<file path="src/rtl/fetch_if_id.sv">
// Instruction-fetch stage: PC next/hold control, imem req/ack fetch and the IF/ID register.
// Optional FETCH_PERF_CNT_EN adds perf_fetch_cnt / perf_wait_cnt counters.
module fetch_if_id #(
    parameter logic [31:0] RESET_VECTOR = 32'h0000_0000,
    parameter logic [31:0] PC_INC       = 32'd4,
    parameter logic [31:0] NOP_INSTR    = 32'h0000_0000
) (
    input  logic        clk,
    input  logic        rst_n,
    input  logic [31:0] pc_cur,
    output logic [31:0] pc_next,
    output logic        pc_hold,
    input  logic        hazard_stall,
    input  logic        branch_taken,
    input  logic [31:0] branch_target,
    input  logic        jump,
    input  logic [31:0] jump_target,
    output logic        imem_req,
    output logic [31:0] imem_addr,
    input  logic        imem_ack,
    input  logic [31:0] imem_rdata,
    output logic [31:0] if_id_instr,
    output logic [31:0] if_id_pc4,
    output logic        if_id_valid
`ifdef FETCH_PERF_CNT_EN
    ,
    output logic [31:0] perf_fetch_cnt,
    output logic [31:0] perf_wait_cnt
`endif
);

    typedef enum logic [1:0] {BOOT, FETCH, HOLD, DRAIN} state_e;

    state_e      state_q, state_d;
    logic        valid_q, valid_d;
    logic [31:0] instr_q, instr_d;
    logic [31:0] pc4_q, pc4_d;
    logic [31:0] buf_instr_q, buf_instr_d;
    logic [31:0] buf_pc4_q, buf_pc4_d;
    logic [31:0] tgt_q, tgt_d;
    logic        redirect;
    logic        load_valid;
    logic [31:0] target;
    logic [31:0] seq_pc;

    always_comb begin
        redirect    = branch_taken | jump;
        target      = branch_taken ? branch_target : jump_target;
        seq_pc      = pc_cur + PC_INC;
        state_d     = state_q;
        valid_d     = valid_q;
        instr_d     = instr_q;
        pc4_d       = pc4_q;
        buf_instr_d = buf_instr_q;
        buf_pc4_d   = buf_pc4_q;
        tgt_d       = tgt_q;
        pc_next     = pc_cur;
        pc_hold     = 1'b1;
        imem_req    = 1'b0;
        load_valid  = 1'b0;

        unique case (state_q)
            BOOT: begin
                pc_next = RESET_VECTOR;
                pc_hold = 1'b0;
                state_d = FETCH;
                if (redirect) valid_d = 1'b0;
            end
            FETCH: begin
                imem_req = 1'b1;
                if (imem_ack) begin
                    pc_hold = 1'b0;
                    if (redirect) begin
                        pc_next = target;
                        valid_d = 1'b0;
                    end else begin
                        pc_next = seq_pc;
                        if (hazard_stall) begin
                            buf_instr_d = imem_rdata;
                            buf_pc4_d   = seq_pc;
                            state_d     = HOLD;
                        end else begin
                            instr_d    = imem_rdata;
                            pc4_d      = seq_pc;
                            valid_d    = 1'b1;
                            load_valid = 1'b1;
                        end
                    end
                end else if (redirect) begin
                    // Request already in flight: wait for its ack before moving PC.
                    valid_d = 1'b0;
                    tgt_d   = target;
                    state_d = DRAIN;
                end else if (!hazard_stall) begin
                    valid_d = 1'b0;
                end
            end
            HOLD: begin
                if (redirect) begin
                    pc_next = target;
                    pc_hold = 1'b0;
                    valid_d = 1'b0;
                    state_d = FETCH;
                end else if (!hazard_stall) begin
                    instr_d    = buf_instr_q;
                    pc4_d      = buf_pc4_q;
                    valid_d    = 1'b1;
                    load_valid = 1'b1;
                    state_d    = FETCH;
                end
            end
            DRAIN: begin
                imem_req = 1'b1;
                if (redirect) begin
                    valid_d = 1'b0;
                    tgt_d   = target;
                end
                if (imem_ack) begin
                    pc_hold = 1'b0;
                    pc_next = redirect ? target : tgt_q;
                    state_d = FETCH;
                end
            end
            default: state_d = BOOT;
        endcase
    end

    always_ff @(posedge clk or negedge rst_n) begin
        if (!rst_n) begin
            state_q     <= BOOT;
            valid_q     <= 1'b0;
            instr_q     <= NOP_INSTR;
            pc4_q       <= 32'd0;
            buf_instr_q <= NOP_INSTR;
            buf_pc4_q   <= 32'd0;
            tgt_q       <= RESET_VECTOR;
        end else begin
            state_q     <= state_d;
            valid_q     <= valid_d;
            instr_q     <= instr_d;
            pc4_q       <= pc4_d;
            buf_instr_q <= buf_instr_d;
            buf_pc4_q   <= buf_pc4_d;
            tgt_q       <= tgt_d;
        end
    end

    assign imem_addr   = pc_cur;
    assign if_id_instr = valid_q ? instr_q : NOP_INSTR;
    assign if_id_pc4   = pc4_q;
    assign if_id_valid = valid_q;

`ifdef FETCH_PERF_CNT_EN
    logic [31:0] fetch_cnt_q;
    logic [31:0] wait_cnt_q;

    always_ff @(posedge clk or negedge rst_n) begin
        if (!rst_n) begin
            fetch_cnt_q <= 32'd0;
            wait_cnt_q  <= 32'd0;
        end else begin
            if (load_valid) fetch_cnt_q <= fetch_cnt_q + 32'd1;
            if (imem_req && !imem_ack) wait_cnt_q <= wait_cnt_q + 32'd1;
        end
    end

    assign perf_fetch_cnt = fetch_cnt_q;
    assign perf_wait_cnt  = wait_cnt_q;
`else
    logic perf_unused;
    assign perf_unused = load_valid;
`endif

endmodule

</file>
<file path="config.mk">
export PLATFORM = sky130hd
export DESIGN_NAME = fetch_if_id
export DESIGN_NICKNAME = d
export VERILOG_FILES = /design/src/rtl/fetch_if_id.sv
export SDC_FILE = /design/constraint.sdc
export NUM_CORES = 1
export LEC_CHECK = 0
export ABC_AREA = 1
export BUFFER_PORTS_ARGS = -buffer_cell sky130_fd_sc_hd__buf_2
export CAP_MARGIN = 10
export CELL_PAD_IN_SITES_DETAIL_PLACEMENT = 0
export CELL_PAD_IN_SITES_GLOBAL_PLACEMENT = 2
export CORE_UTILIZATION = 31
export CTS_CLUSTER_SIZE = 40
export DETAILED_ROUTE_END_ITERATION = 10
export GPL_TIMING_DRIVEN = 0
export HOLD_SLACK_MARGIN = 0.12
export PLACE_DENSITY_LB_ADDON = 0.05
export SYNTH_ARGS = -nofsm -noshare
export SYNTH_HDL_FRONTEND = slang
export SYNTH_SLANG_ARGS = --single-unit
</file>
<file path="constraint.sdc">
create_clock -name clk -period 2.8 [get_ports clk]
set_input_delay 0.28 -clock clk [delete_from_list [all_inputs] [get_ports clk]]
set_output_delay 0.28 -clock clk [all_outputs]
set_load 0.05 [all_outputs]
</file>
Yosys cells after proc, flatten, opt, wreduce, memory -nomap -nowiden
Cells that the tools add are included.

operators by class
  add/sub/neg operators = 1
  equality and inequality tests = 16
  mux-type cells = 41
  bitwise operators = 2
  reduce and logical (&&, ||, !) cells = 10

operators by type and width
  cell                   count
  $mux 32                18
  $pmux 32 s2            3
  $pmux 32 s4            1
  $add 32x3->32 const B  1
  $mux 2                 7
  $ne 2x2->1 const B     7
  $ne 3x3->1 const B     4
  $mux 1                 9
  $pmux 2 s4             1
  $pmux 1 s3             2
  $reduce_and 6->1       1
  $reduce_and 5->1       1
  $eq 2x2->1 const B     2
  $ne 4x4->1 const B     1
  $reduce_and 2->1       2
  $reduce_and 4->1       1
  $reduce_bool 2->1      2
  $reduce_or 2->1        2
  $eq 2x1->1 const B     1
  $logic_not 2->1        1
  $ne 2x1->1 const B     1
  $not 1->1              1
  $or 1x1->1             1

word-level totals
  register bits after elaboration = 163
  input port bits = 134
  output and inout port bits = 131
  logic and storage cells = 77

Depth between registers and ports, before layout
  depth in word-level cells = 5
  gate-level depth with buffers = 12

Worst setup path after synthesis
No wires, ideal clock.

  path kind = register to output
  from = register state_q[1]
  to = output port pc_next[29]
  arrival time = 2620 ps
  data required time = 2520 ps
  setup slack = -100 ps
  stages on the path, launching flop included = 12
  buffers on the path = 1
  path through = dfrtp_1 -> inv_1 -> ha_1 -> inv_1 -> nand2_1 -> nand2_1 -> nand2_2 -> buf_2 -> nand2_1 -> o21ai_0 -> a21oi_1 -> a21oi_1

on the way
  longest elaborated chain between the ends = 2
  elaborated cells between the ends (all ways) = 5

RTL lines
  element                             RTL line  RTL
  from (decl)                         34        state_e state_q, state_d;
  from (signal assigned)              138       state_q <= state_d;
  $eq 2x2->1 (tied with other cells)  62        unique case (state_q)
  $pmux 32 s4 *                       62
  to (decl)                           11        output logic [31:0] pc_next,

Mark *: on every way between the ends. The rest lies on a longest branch, timed or not.

Worst setup path in the final report
  from = register state_q[1]
  to = output port pc_next[14]

Same word-level chain as after synthesis.

==> impl_metrics.ini <==
[status]
outcome = completed

[clock_tree]
cts_made_buffers = 17
htree_levels = 4
maximum_number_of_buffers_from_clock_root_to_sink = 2
clock_slew_at_the_register_clock_pins_of_the_worst_setup_and_hold_paths_ns = 0.08
cts.sink_count = 163
cts-root-buf = clkbuf_16
cts_tree = done
clk_latency_ns = 0.43

[worst_setup_path]
crit_fanout = 10
critical_path_required_ns = 2.52
cp_cell_sequence = buf_4 > ha_1 > buf_6 > inv_1 > buf_2 > o21ai_0 > a21oi_1 > a21oi_2 > buf_6
critical_path.reg2reg.startpoint = state_q[1]$_DFFE_PN0P_
reg2reg_setup_slack_ns = 0.51
crit_path_max_incr_delay_ns = 0.43
crit_path_kind = register to output pin
worstPathBufferInverterCount = 5
worstSetupEndpointType = output pin
element_type_at_the_critical_path_start = register
critPathTopFamily = buffers and inverters
timing.critical_path.slowest_stage_cell = dfrtp_1
cp.depth = 9
startpoint = state_q[1]$_DFFE_PN0P_
cp.arrival_ns = 2.40
r2r_cells = 8
critical-path-top-cell-by-count = buf_6

[yosys]
syn_area_sq_um = 9820
synthFlopType = dfrtp_1
netlist_instances = 1440
avgSynthCellArea_sq_um = 6.82
ys_seq_elements = 163
yosysSeqAreaShare = 0.415
yosys.cell_types.count = 36
async_reset_ff_frac = 1.00
synth.net_count = 1580
synth_enable_flop_cells = 0
ys_warnings = 0

[global_route]
grt_usage = 0.233
globalRouteOverflowTotal = 0
vias_in_the_first_global_route = 9942
grt_pass1_wl_microns = 58000
grt_max_degree = 109
number_of_antenna_violations_at_the_first_check_in_global_routing = 1

[job]
cap_violations = 0

[power]
pwr-share-clk = 0.180
power.share.sequential = 0.301
power_frac_comb = 0.519
power.switching_fraction = 0.508
p_leak_nw = 6.83
power_density_nw_per_um2 = 1040
maximum_ir_drop_on_the_vdd_rail_v = 0.000428
power.switching_w = 0.00681
internal_power_of_the_cells_w = 0.00660

[worst_hold_path]
hp-class = input port to register
hold_path.startpoint = pc_cur[1]
whs_path_depth = 3

[route]
routed_wirelength_microns = 37500
drc_violation_count_after_routing = 0
avgRoutedWirePerCell_microns = 17.3
drt_first_iter_violations = 730
first_pass_iters = 7
route.detailed.vias_per_inst = 4.66
num_vias = 10100
final_antenna_net_count = 0

[floorplanning]
core.rowCount = 64
ioPinCount = 265
floorplan.die_area_sq_um = 32400
floorplan.initialDensity = 0.318
die_w_microns = 180
die-height_microns = 180
core_area_sq_um = 30900

[timing]
setup_total_negative_slack_ns = 0
maxClockFrequency_mhz = 374
drv_slew = 0
fin_worst_hold_slack_ns = 0.145
min_period_over_period = 0.955
fin_worst_skew_ns = 0.0111
timing.final.setup_violations = 0
finalCriticalPeriod_ns = 2.68
slew_limit_headroom = 0.496
finalHoldViolations = 0
worst_pin_slew_ns = 0.756

[cells_and_area]
area_delta_synth_final_pct = 30.6
diodes = 0
seq_area_sq_um = 4080
finish.net_count = 1900
finalInstanceArea_sq_um = 12800
core_util_final = 0.415
final_layout_size_suffix_gt1_frac = 0.244
multi_input_comb_area_sq_um = 4750
filler_cell_count = 3376

[place]
io_buffer_count = 263
global_placer_s_final_weighted_congestion = 0.836
dpl_cell_area_sq_um = 11700
dp_hpwl_microns = 28800
[placed cells by master (no fill, tap or decap), types with 4 or more instances in the layout]
cell type      instances
a21oi_1               64
a21oi_2               19
a31oi_1               36
buf_2                272
buf_4                 57
buf_6                 11
clkbuf_1              28
clkbuf_16             17
clkbuf_2               4
dfrtp_1              162
dlygate4sd3_1         33
ha_1                   5
inv_1                118
inv_2                  7
inv_6                  4
inv_8                  4
nand2_1              546
nand2_2                4
nand3_1               38
nor2_1               121
nor2_4                 7
o211ai_1               7
o21ai_0              143
o21ai_1               12
or2_2                  4
xnor2_1                4
xor2_1                 5
[cell families after synthesis]
logic type,after synthesis,share of synthesized area
and+or+nand+nor,732,0.296
buffers and inverters,236,0.112
xor gates and xnor gates,10,0.00968
adders and majority gates,6,0.00765
AOI/OAI and AO/OA,293,0.159
DFF,163,0.415
[power by group through the flow]
stage / Combinational [W] / Clock, W / Sequential, W
finish: 0.00695 / 0.00241 / 0.00404
floorplan: 0.00400 / 0 / 0.00477
global route: 0.00753 / 0.00255 / 0.00418
global placement: 0.00661 / 0 / 0.00404
detailed placement: 0.00665 / 0 / 0.00408
CTS: 0.00690 / 0.00247 / 0.00404
[worst min-delay path, delay by kind of cell]
family | cells | cell delay [ns]
buffers and inverters | 1 | 0.12
AND/OR/NAND/NOR | 1 | 0.06
AO/OA/AOI/OAI | 1 | 0.08
[cells in the mapped netlist, types with 4 or more instances]
cell / instances / area (sq um)
buf_4: 39 / 293
ha_1: 6 / 75.1
buf_2: 33 / 165
nor2_4: 6 / 67.6
o211ai_1: 7 / 52.6
nand2_2: 5 / 31.3
a31oi_1: 36 / 225
o21ai_0: 143 / 716
o21ai_1: 12 / 60.1
xor2_1: 5 / 43.8
inv_1: 120 / 450
nand3_1: 38 / 190
or2_2: 4 / 25.0
a21oi_1: 83 / 415
clkbuf_1: 34 / 128
xnor2_1: 4 / 35.0
nand2_1: 547 / 2050
nor2_1: 122 / 458
dfrtp_1: 163 / 4080
inv_2: 6 / 22.5
[area by class of cell]
cell class / instances / share of cell area
Multi-Input combinational cell: 1041 / 0.370
Tap cell: 396 / 0.0386
Timing Repair Buffer: 301 / 0.139
Clock inverter: 15 / 0.0124
Buffer: 109 / 0.0510
Sequential cell: 163 / 0.318
Inverter: 127 / 0.0374
Clock buffer: 17 / 0.0332
[flip-flops by register name, summed over array words and instances, names as in the netlist]
| name | cells |
|---|---|
| buf_instr_q | 32 |
| buf_pc4_q | 32 |
| if_id_pc4 | 32 |
| if_id_valid | 1 |
| instr_q | 32 |
| state_q | 2 |
| tgt_q | 32 |
[layer usage]
metal | part of all wire | vias to the layer above | track usage
li1 | - | 5179 | -
met1 | 0.50 | 4623 | 0.338
met2 | 0.44 | 272 | 0.368
met3 | 0.040 | 29 | 0.0274
met4 | 0.015 | 2 | 0.0538
met5 | 0.00021 | - | 0
[path summary, 6_finish.rpt]
kind / end
setup / recovery: pc_next[14]
hold / removal: if_id_pc4[1]$_DFFE_PN0P_
setup reg to reg: if_id_pc4[25]$_DFFE_PN0P_
hold reg to reg: buf_instr_q[7]$_DFFE_PN0P_
max in group asynchronous: if_id_pc4[11]$_DFFE_PN0P_
min in group asynchronous: tgt_q[17]$_DFFE_PN0P_
[through the flow]
step / std cells / setup WS [ns] / total power, W
after global placement: 2099 / -1.49 / 0.0107
after detailed placement: 2100 / 0.0286 / 0.0107
after floorplan: 1440 / 0.0168 / 0.00877
after global routing: 2169 / -0.00837 / 0.0143
after CTS: 2165 / 0.00162 / 0.0134
final: 2169 / 0.125 / 0.0134
[what timing repair did]
item,in CTS,in global routing
setup buffers,0,4
hold buffers,33,0
pin swaps,1,3
endpoints found under the hold margin,114,0
setup endpoints to repair,29,30
resized for setup,42,17
No activity file was read; power rests on OpenSTA's default activity.
